<file path="src/rtl/regfile_dump_unit_if.sv">
// Bus bundle between the register-file dump unit and its environment.
//
// Signals (directions given for the master, i.e. the dump unit):
//   start      in   single-cycle dump request, honoured only when idle
//   abort      in   cancel the dump in progress
//   first_reg  in   first register of the range (captured on accepted start)
//   last_reg   in   last register of the range, inclusive
//   rf_addr    out  read address to the register file
//   rf_data    in   combinational register-file read data for rf_addr
//   dump_valid out  dump_data/dump_addr/dump_last are valid
//   dump_ready in   sink accepts the word on a rising edge with dump_valid
//   dump_data  out  captured register value
//   dump_addr  out  register number of dump_data
//   dump_last  out  high with the final word of the range
//   busy       out  high whenever the unit is not idle
//   done       out  one-cycle pulse when a dump completes or is rejected
//   range_err  out  sticky: first_reg > last_reg on the last accepted start
interface regfile_dump_unit_if #(
    parameter int ADDR_W = 5,
    parameter int DATA_W = 32
) ();
    logic              start;
    logic              abort;
    logic [ADDR_W-1:0] first_reg;
    logic [ADDR_W-1:0] last_reg;
    logic [ADDR_W-1:0] rf_addr;
    logic [DATA_W-1:0] rf_data;
    logic              dump_valid;
    logic              dump_ready;
    logic [DATA_W-1:0] dump_data;
    logic [ADDR_W-1:0] dump_addr;
    logic              dump_last;
    logic              busy;
    logic              done;
    logic              range_err;

    modport master (
        input  start, abort, first_reg, last_reg, rf_data, dump_ready,
        output rf_addr, dump_valid, dump_data, dump_addr, dump_last,
               busy, done, range_err
    );

    modport slave (
        output start, abort, first_reg, last_reg, rf_data, dump_ready,
        input  rf_addr, dump_valid, dump_data, dump_addr, dump_last,
               busy, done, range_err
    );
endinterface

</file>
<file path="src/rtl/regfile_dump_unit.sv">
// Debug read-side master for the 32x32 register file. Walks a contiguous
// register range, reads each register through a spare read port and
// streams it out over a valid/ready channel tagged with address and a
// last flag. One word per two cycles at best (READ then SEND).
//
// Ports:
//   i_clk    clock, all state updates on the rising edge
//   i_rst_n  asynchronous active-low reset
//   io_bus   regfile_dump_unit_if.master: start/abort/range request,
//            register-file read port, dump stream and status flags
module regfile_dump_unit #(
    parameter int ADDR_W = 5,
    parameter int DATA_W = 32
) (
    input  logic                  i_clk,
    input  logic                  i_rst_n,
    regfile_dump_unit_if.master   io_bus
);

    typedef enum logic [1:0] {
        S_IDLE = 2'd0,
        S_READ = 2'd1,
        S_SEND = 2'd2,
        S_DONE = 2'd3
    } state_t;

    state_t            r_state;
    logic [ADDR_W-1:0] r_cnt;
    logic [ADDR_W-1:0] r_end;
    logic [DATA_W-1:0] r_dump_data;
    logic [ADDR_W-1:0] r_dump_addr;
    logic              r_valid;
    logic              r_last;
    logic              r_busy;
    logic              r_done;
    logic              r_range_err;

    // The read address is the counter itself, so it is stable for the whole
    // READ cycle and the combinational read data has settled by the edge.
    assign io_bus.rf_addr    = r_cnt;
    assign io_bus.dump_valid = r_valid;
    assign io_bus.dump_data  = r_dump_data;
    assign io_bus.dump_addr  = r_dump_addr;
    assign io_bus.dump_last  = r_last;
    assign io_bus.busy       = r_busy;
    assign io_bus.done       = r_done;
    assign io_bus.range_err  = r_range_err;

    always_ff @(posedge i_clk or negedge i_rst_n) begin
        if (!i_rst_n) begin
            r_state     <= S_IDLE;
            r_cnt       <= '0;
            r_end       <= '0;
            r_dump_data <= '0;
            r_dump_addr <= '0;
            r_valid     <= 1'b0;
            r_last      <= 1'b0;
            r_busy      <= 1'b0;
            r_done      <= 1'b0;
            r_range_err <= 1'b0;
        end else begin
            // done is only ever set on entry to S_DONE, giving a one-cycle pulse
            r_done <= 1'b0;

            if (io_bus.abort && (r_state != S_IDLE)) begin
                // Abort drops the word without a handshake and suppresses done;
                // range_err keeps its value from the accepted start.
                r_state <= S_IDLE;
                r_valid <= 1'b0;
                r_last  <= 1'b0;
                r_busy  <= 1'b0;
            end else begin
                case (r_state)
                    S_IDLE: begin
                        // Abort in IDLE is a no-op, but it still blocks a start.
                        if (io_bus.start && !io_bus.abort) begin
                            r_cnt  <= io_bus.first_reg;
                            r_end  <= io_bus.last_reg;
                            r_busy <= 1'b1;
                            if (io_bus.first_reg > io_bus.last_reg) begin
                                r_range_err <= 1'b1;
                                r_done      <= 1'b1;
                                r_state     <= S_DONE;
                            end else begin
                                r_range_err <= 1'b0;
                                r_state     <= S_READ;
                            end
                        end
                    end

                    S_READ: begin
                        // A write landing on this same edge is not seen: the
                        // value captured is the one read during this cycle.
                        r_dump_data <= io_bus.rf_data;
                        r_dump_addr <= r_cnt;
                        r_last      <= (r_cnt == r_end);
                        r_valid     <= 1'b1;
                        r_state     <= S_SEND;
                    end

                    S_SEND: begin
                        if (io_bus.dump_ready) begin
                            r_valid <= 1'b0;
                            if (r_last) begin
                                r_done  <= 1'b1;
                                r_state <= S_DONE;
                            end else begin
                                // The range check guarantees r_cnt < r_end
                                // here, so the increment cannot wrap.
                                r_cnt   <= r_cnt + ADDR_W'(1);
                                r_state <= S_READ;
                            end
                        end
                    end

                    S_DONE: begin
                        r_busy  <= 1'b0;
                        r_state <= S_IDLE;
                    end

                    default: begin
                        r_state <= S_IDLE;
                        r_busy  <= 1'b0;
                        r_valid <= 1'b0;
                    end
                endcase
            end
        end
    end

endmodule

</file>
<file path="src/flat_wrapper.sv">
// flat-port wrapper written by rule: the top's interface ports become plain ports
module regfile_dump_unit_flat 
#(
    parameter int ADDR_W = 5,
    parameter int DATA_W = 32
)
  (i_clk, i_rst_n, io_bus_start, io_bus_abort, io_bus_first_reg, io_bus_last_reg, io_bus_rf_data, io_bus_dump_ready, io_bus_rf_addr, io_bus_dump_valid, io_bus_dump_data, io_bus_dump_addr, io_bus_dump_last, io_bus_busy, io_bus_done, io_bus_range_err);
  regfile_dump_unit_if #(.ADDR_W(ADDR_W), .DATA_W(DATA_W)) io_bus_i ();
  input  logic i_clk;
  input  logic i_rst_n;
  input wire logic [$bits(io_bus_i.start)-1:0] io_bus_start;
  input wire logic [$bits(io_bus_i.abort)-1:0] io_bus_abort;
  input wire logic [$bits(io_bus_i.first_reg)-1:0] io_bus_first_reg;
  input wire logic [$bits(io_bus_i.last_reg)-1:0] io_bus_last_reg;
  input wire logic [$bits(io_bus_i.rf_data)-1:0] io_bus_rf_data;
  input wire logic [$bits(io_bus_i.dump_ready)-1:0] io_bus_dump_ready;
  output wire logic [$bits(io_bus_i.rf_addr)-1:0] io_bus_rf_addr;
  output wire logic [$bits(io_bus_i.dump_valid)-1:0] io_bus_dump_valid;
  output wire logic [$bits(io_bus_i.dump_data)-1:0] io_bus_dump_data;
  output wire logic [$bits(io_bus_i.dump_addr)-1:0] io_bus_dump_addr;
  output wire logic [$bits(io_bus_i.dump_last)-1:0] io_bus_dump_last;
  output wire logic [$bits(io_bus_i.busy)-1:0] io_bus_busy;
  output wire logic [$bits(io_bus_i.done)-1:0] io_bus_done;
  output wire logic [$bits(io_bus_i.range_err)-1:0] io_bus_range_err;
  assign io_bus_i.start = io_bus_start;
  assign io_bus_i.abort = io_bus_abort;
  assign io_bus_i.first_reg = io_bus_first_reg;
  assign io_bus_i.last_reg = io_bus_last_reg;
  assign io_bus_i.rf_data = io_bus_rf_data;
  assign io_bus_i.dump_ready = io_bus_dump_ready;
  assign io_bus_rf_addr = io_bus_i.rf_addr;
  assign io_bus_dump_valid = io_bus_i.dump_valid;
  assign io_bus_dump_data = io_bus_i.dump_data;
  assign io_bus_dump_addr = io_bus_i.dump_addr;
  assign io_bus_dump_last = io_bus_i.dump_last;
  assign io_bus_busy = io_bus_i.busy;
  assign io_bus_done = io_bus_i.done;
  assign io_bus_range_err = io_bus_i.range_err;
  regfile_dump_unit #(.ADDR_W(ADDR_W), .DATA_W(DATA_W)) u_core (.i_clk(i_clk), .i_rst_n(i_rst_n), .io_bus(io_bus_i));
endmodule
</file>
<file path="config.mk">
export PLATFORM = sky130hd
export DESIGN_NAME = regfile_dump_unit_flat
export DESIGN_NICKNAME = d
export VERILOG_FILES = /design/src/rtl/regfile_dump_unit_if.sv /design/src/rtl/regfile_dump_unit.sv /design/src/flat_wrapper.sv
export SDC_FILE = /design/constraint.sdc
export NUM_CORES = 1
export LEC_CHECK = 0
export CORE_AREA = 2 2 78 80
export DETAILED_ROUTE_END_ITERATION = 8
export DIE_AREA = 0 0 80 82
export MAX_ROUTING_LAYER = met4
export PLACE_DENSITY = 0.79
export SETUP_SLACK_MARGIN = 0.1
export SYNTH_ARGS = -nofsm -noshare
export SYNTH_HDL_FRONTEND = slang
export SYNTH_SLANG_ARGS = --single-unit
</file>
<file path="constraint.sdc">
create_clock -name i_clk -period 2.21 [get_ports i_clk]
set_input_delay 0.663 -clock i_clk [delete_from_list [all_inputs] [get_ports i_clk]]
set_output_delay 0.663 -clock i_clk [all_outputs]
set_load 0.1 [all_outputs]
</file>
==> results.md <==
* Sequential area share after synthesis at 54.91%
* Fin Setup TNS at 0 ns
* Largest net degree at the start of global routing at 37
* Die W at 80 um
* Cell area after synthesis at 0.002461 mm^2
* Port Buffer Count at 93
* Gr ovfl total at 0
* First DRT Iteration DRCs at 102
* Row cnt at 28
* DRC at 0
* Final Cell Area at 0.003606 mm^2
* Worst skew pair latency at 0.30 ns
* Routed vias/inst at 4.997
* Synth Flop Type: dfrtp_1
* Share of cells above drive strength 1 at 31.58%
* Syn_nets at 257
* Gate Count Post-Synth at 199
* Worst path max stage delay at 0.54 ns
* TritonCTS clock tree: done
* Post-CTS Hold Buffers at 0
* Post-route ant nets at 0
* Crit Path Max Fanout at 4
* First-pass GRT wire length at 8.659 mm
* Slew HR at 70.19%
* Total wire length at 5.445 mm
* RSZ-0062 raised after global routing: no
* Max Cap Violations at 0
* Area growth syn-to-layout at 46.52%
* Avg WL per Cell at 14.37 um
* Number of flops mapped to enable cells by yosys at 0
* Synth top area share at 54.91%
* Initial antenna violation count at 0
* Synth top cells by count: dfrtp_1 (54), mux2_2 (26), nand2_1 (15)
* Placed instance area at 0.003522 mm^2
* Post-CTS Resized at 0
* Final Hold Viols at 0
* Num ports at 94
* Non-filler cells, final at 379
* Syn Area/Cell at 12.37 um^2
* Skew final at 0.006597 ns
* Die area at 0.006560 mm^2
* Crit-path leading delay family: simple AND/OR/NAND/NOR gates
* CTS sink count at 54
* Crit Path Class: in -> reg
* Vias at 1,894
* CTS buffer count at 5
* Most common cell in the netlist: dfrtp_1
* Synth warnings at 0
* Antenna diodes at 0
* Area contributors post-synth: dfrtp_1 (55%), mux2_2 (12%), ha_1 (5.6%)
* Status: finished clean
* Cell variety after synth at 36
* Fillers at 481
* Worst path slowest cell: clkdlybuf4s50_1
* Data required, critical path at 2.45 ns
* Total track usage at 17.70%
* # nets final at 362
* # setup viols final at 0
* Max frequency at 0.4984 GHz
* Worst Max-Slew Pin Slew at 0.4472 ns
* CTS max path bufs at 2
* DRT Pass-1 Iters at 4
* Arrival time at the worst endpoint at 2.25 ns
* Post-Place Cells at 372
* Nature of the critical path endpoint: flop
* Async SR Flop Fraction at 100.0%
* Final period util at 90.78%
* GPL Wtd Cong at 0.8442
* Sequential Area at 0.001351 mm^2
* Number of global-route vias before repair at 1,835
* Post-CTS Setup Inserts at 0
* Pins Over Slew Limit at 0
* Htree depth at 2
* Crit-path cells: clkdlybuf4s50_1, nand3b_1, a211o_1, or4b_1, nand3_1
* Core outline area at 0.005746 mm^2
* Initial Util at 42.84%
* Min cycle time layout at 2.006 ns
* Yosys reg bits at 54
* Clock-pin slew on the worst setup and hold paths at 0.09 ns
* Synth area leader: dfrtp_1
* Hold Path Class: in -> async
* Final HPWL DP at 4.277 mm
* Startpoint types: primary input
* CP bufs+invs at 1
* Chip height at 82 um
* Area of the multi-input gates at 0.001025 mm^2
* Clock Root Buffer: clkbuf_8
-- registers in the layout, summed over array words and instances (netlist names) --
name / cells
u_core.io_bus.dump_data: 32
u_core.io_bus.dump_addr: 5
u_core.io_bus.rf_addr: 5
u_core.r_end: 5
u_core.r_state: 2
u_core.io_bus.busy: 1
u_core.io_bus.done: 1
u_core.io_bus.dump_last: 1
u_core.io_bus.dump_valid: 1
u_core.io_bus.range_err: 1
-- metrics by stage --
step | utilization, % | hold WS, ns | setup WS, ns
finish | 62.76 | 0.2896 | 0.2037
global route | 62.76 | 0.3242 | 0.1249
CTS | 62.76 | 0.3057 | 0.2079
detailed placement | 61.30 | 0.4859 | -0.07499
global placement | 61.30 | 0.4756 | -0.03750
floorplan | - | 0.3674 | 0.1534
-- final cells by class --
| class | count | share of cell area [%] |
|---|---|---|
| inverters | 9 | 0.9368 |
| multi-input cells | 128 | 28.42 |
| repair buffers | 106 | 28.24 |
| clock buffers | 5 | 1.908 |
| well taps | 75 | 2.602 |
| flip-flops and latches | 54 | 37.47 |
| clock inverters | 2 | 0.4164 |
-- path summary, 6_finish.rpt --
kind | slack, ns | end | depth (start not counted) | startpoint
worst max-delay path | 0.20 | u_core.io_bus.rf_addr[4]$_DFFE_PN0P_ | 5 | io_bus_dump_ready
worst min-delay path | 0.29 | u_core.io_bus.dump_data[28]$_DFFE_PN0P_ | 1 | i_rst_n
worst max register to register | 0.23 | u_core.io_bus.rf_addr[4]$_DFFE_PN0P_ | 6 | u_core.r_state[1]$_DFFE_PN0P_
worst min register to register | 0.50 | u_core.io_bus.dump_data[25]$_DFFE_PN0P_ | 1 | u_core.io_bus.dump_data[25]$_DFFE_PN0P_
max in group asynchronous | 1.38 | u_core.io_bus.dump_addr[0]$_DFFE_PN0P_ | 2 | i_rst_n
min in group i_clk | 0.50 | u_core.io_bus.dump_data[25]$_DFFE_PN0P_ | 1 | u_core.io_bus.dump_data[25]$_DFFE_PN0P_
-- metal layers --
| layer | global-route usage [%] | part of all wire [%] | wire length (um) |
|---|---|---|---|
| met3 | 4.176 | 8.9 | 483 |
| met1 | 21.98 | 43 | 2322 |
| met4 | 5.593 | 1.2 | 63 |
| met5 | - | 0 | 0 |
| met2 | 28.83 | 47 | 2575 |
-- cells by family (layout without fill, tap and decap cells) --
| family | count (synthesis) | after routing | synth area share (%) |
|---|---|---|---|
| xor gates and xnor gates | 5 | 5 | 1.779 |
| and+or+nand+nor | 43 | 43 | 8.846 |
| buffers and inverters | 17 | 122 | 3.559 |
| AOI/OAI and AO/OA | 29 | 29 | 7.118 |
| DFF | 54 | 54 | 54.91 |
| adders and majority gates | 11 | 11 | 5.592 |
| muxes | 40 | 40 | 18.20 |
-- placed cells by master, fill, tap and decap left out --
master / n
clkinvlp_4: 2
a211oi_1: 1
mux2i_1: 2
or2_2: 1
buf_2: 1
buf_4: 51
or3_1: 1
or4b_1: 1
nor3_1: 1
and2b_1: 1
a21oi_1: 9
buf_12: 9
ha_1: 11
nand3_1: 7
mux2_1: 12
nand4_1: 2
o22a_1: 1
clkbuf_8: 5
a31oi_1: 1
mux2_2: 26
o221ai_1: 1
nand3b_1: 1
o41ai_1: 1
nand2b_2: 1
o21ai_0: 9
nor2_1: 4
inv_1: 9
nand2b_1: 3
xnor2_1: 4
a211o_1: 1
a32oi_1: 1
nor2b_1: 5
o31ai_1: 1
dfrtp_1: 54
o22ai_1: 2
clkdlybuf4s50_1: 45
nand2_1: 15
a22oi_1: 1
xor2_1: 1
Power is left out: the tool's default activity adds up to more than one toggle a clock period on the data nets, which glitch-free logic cannot reach.
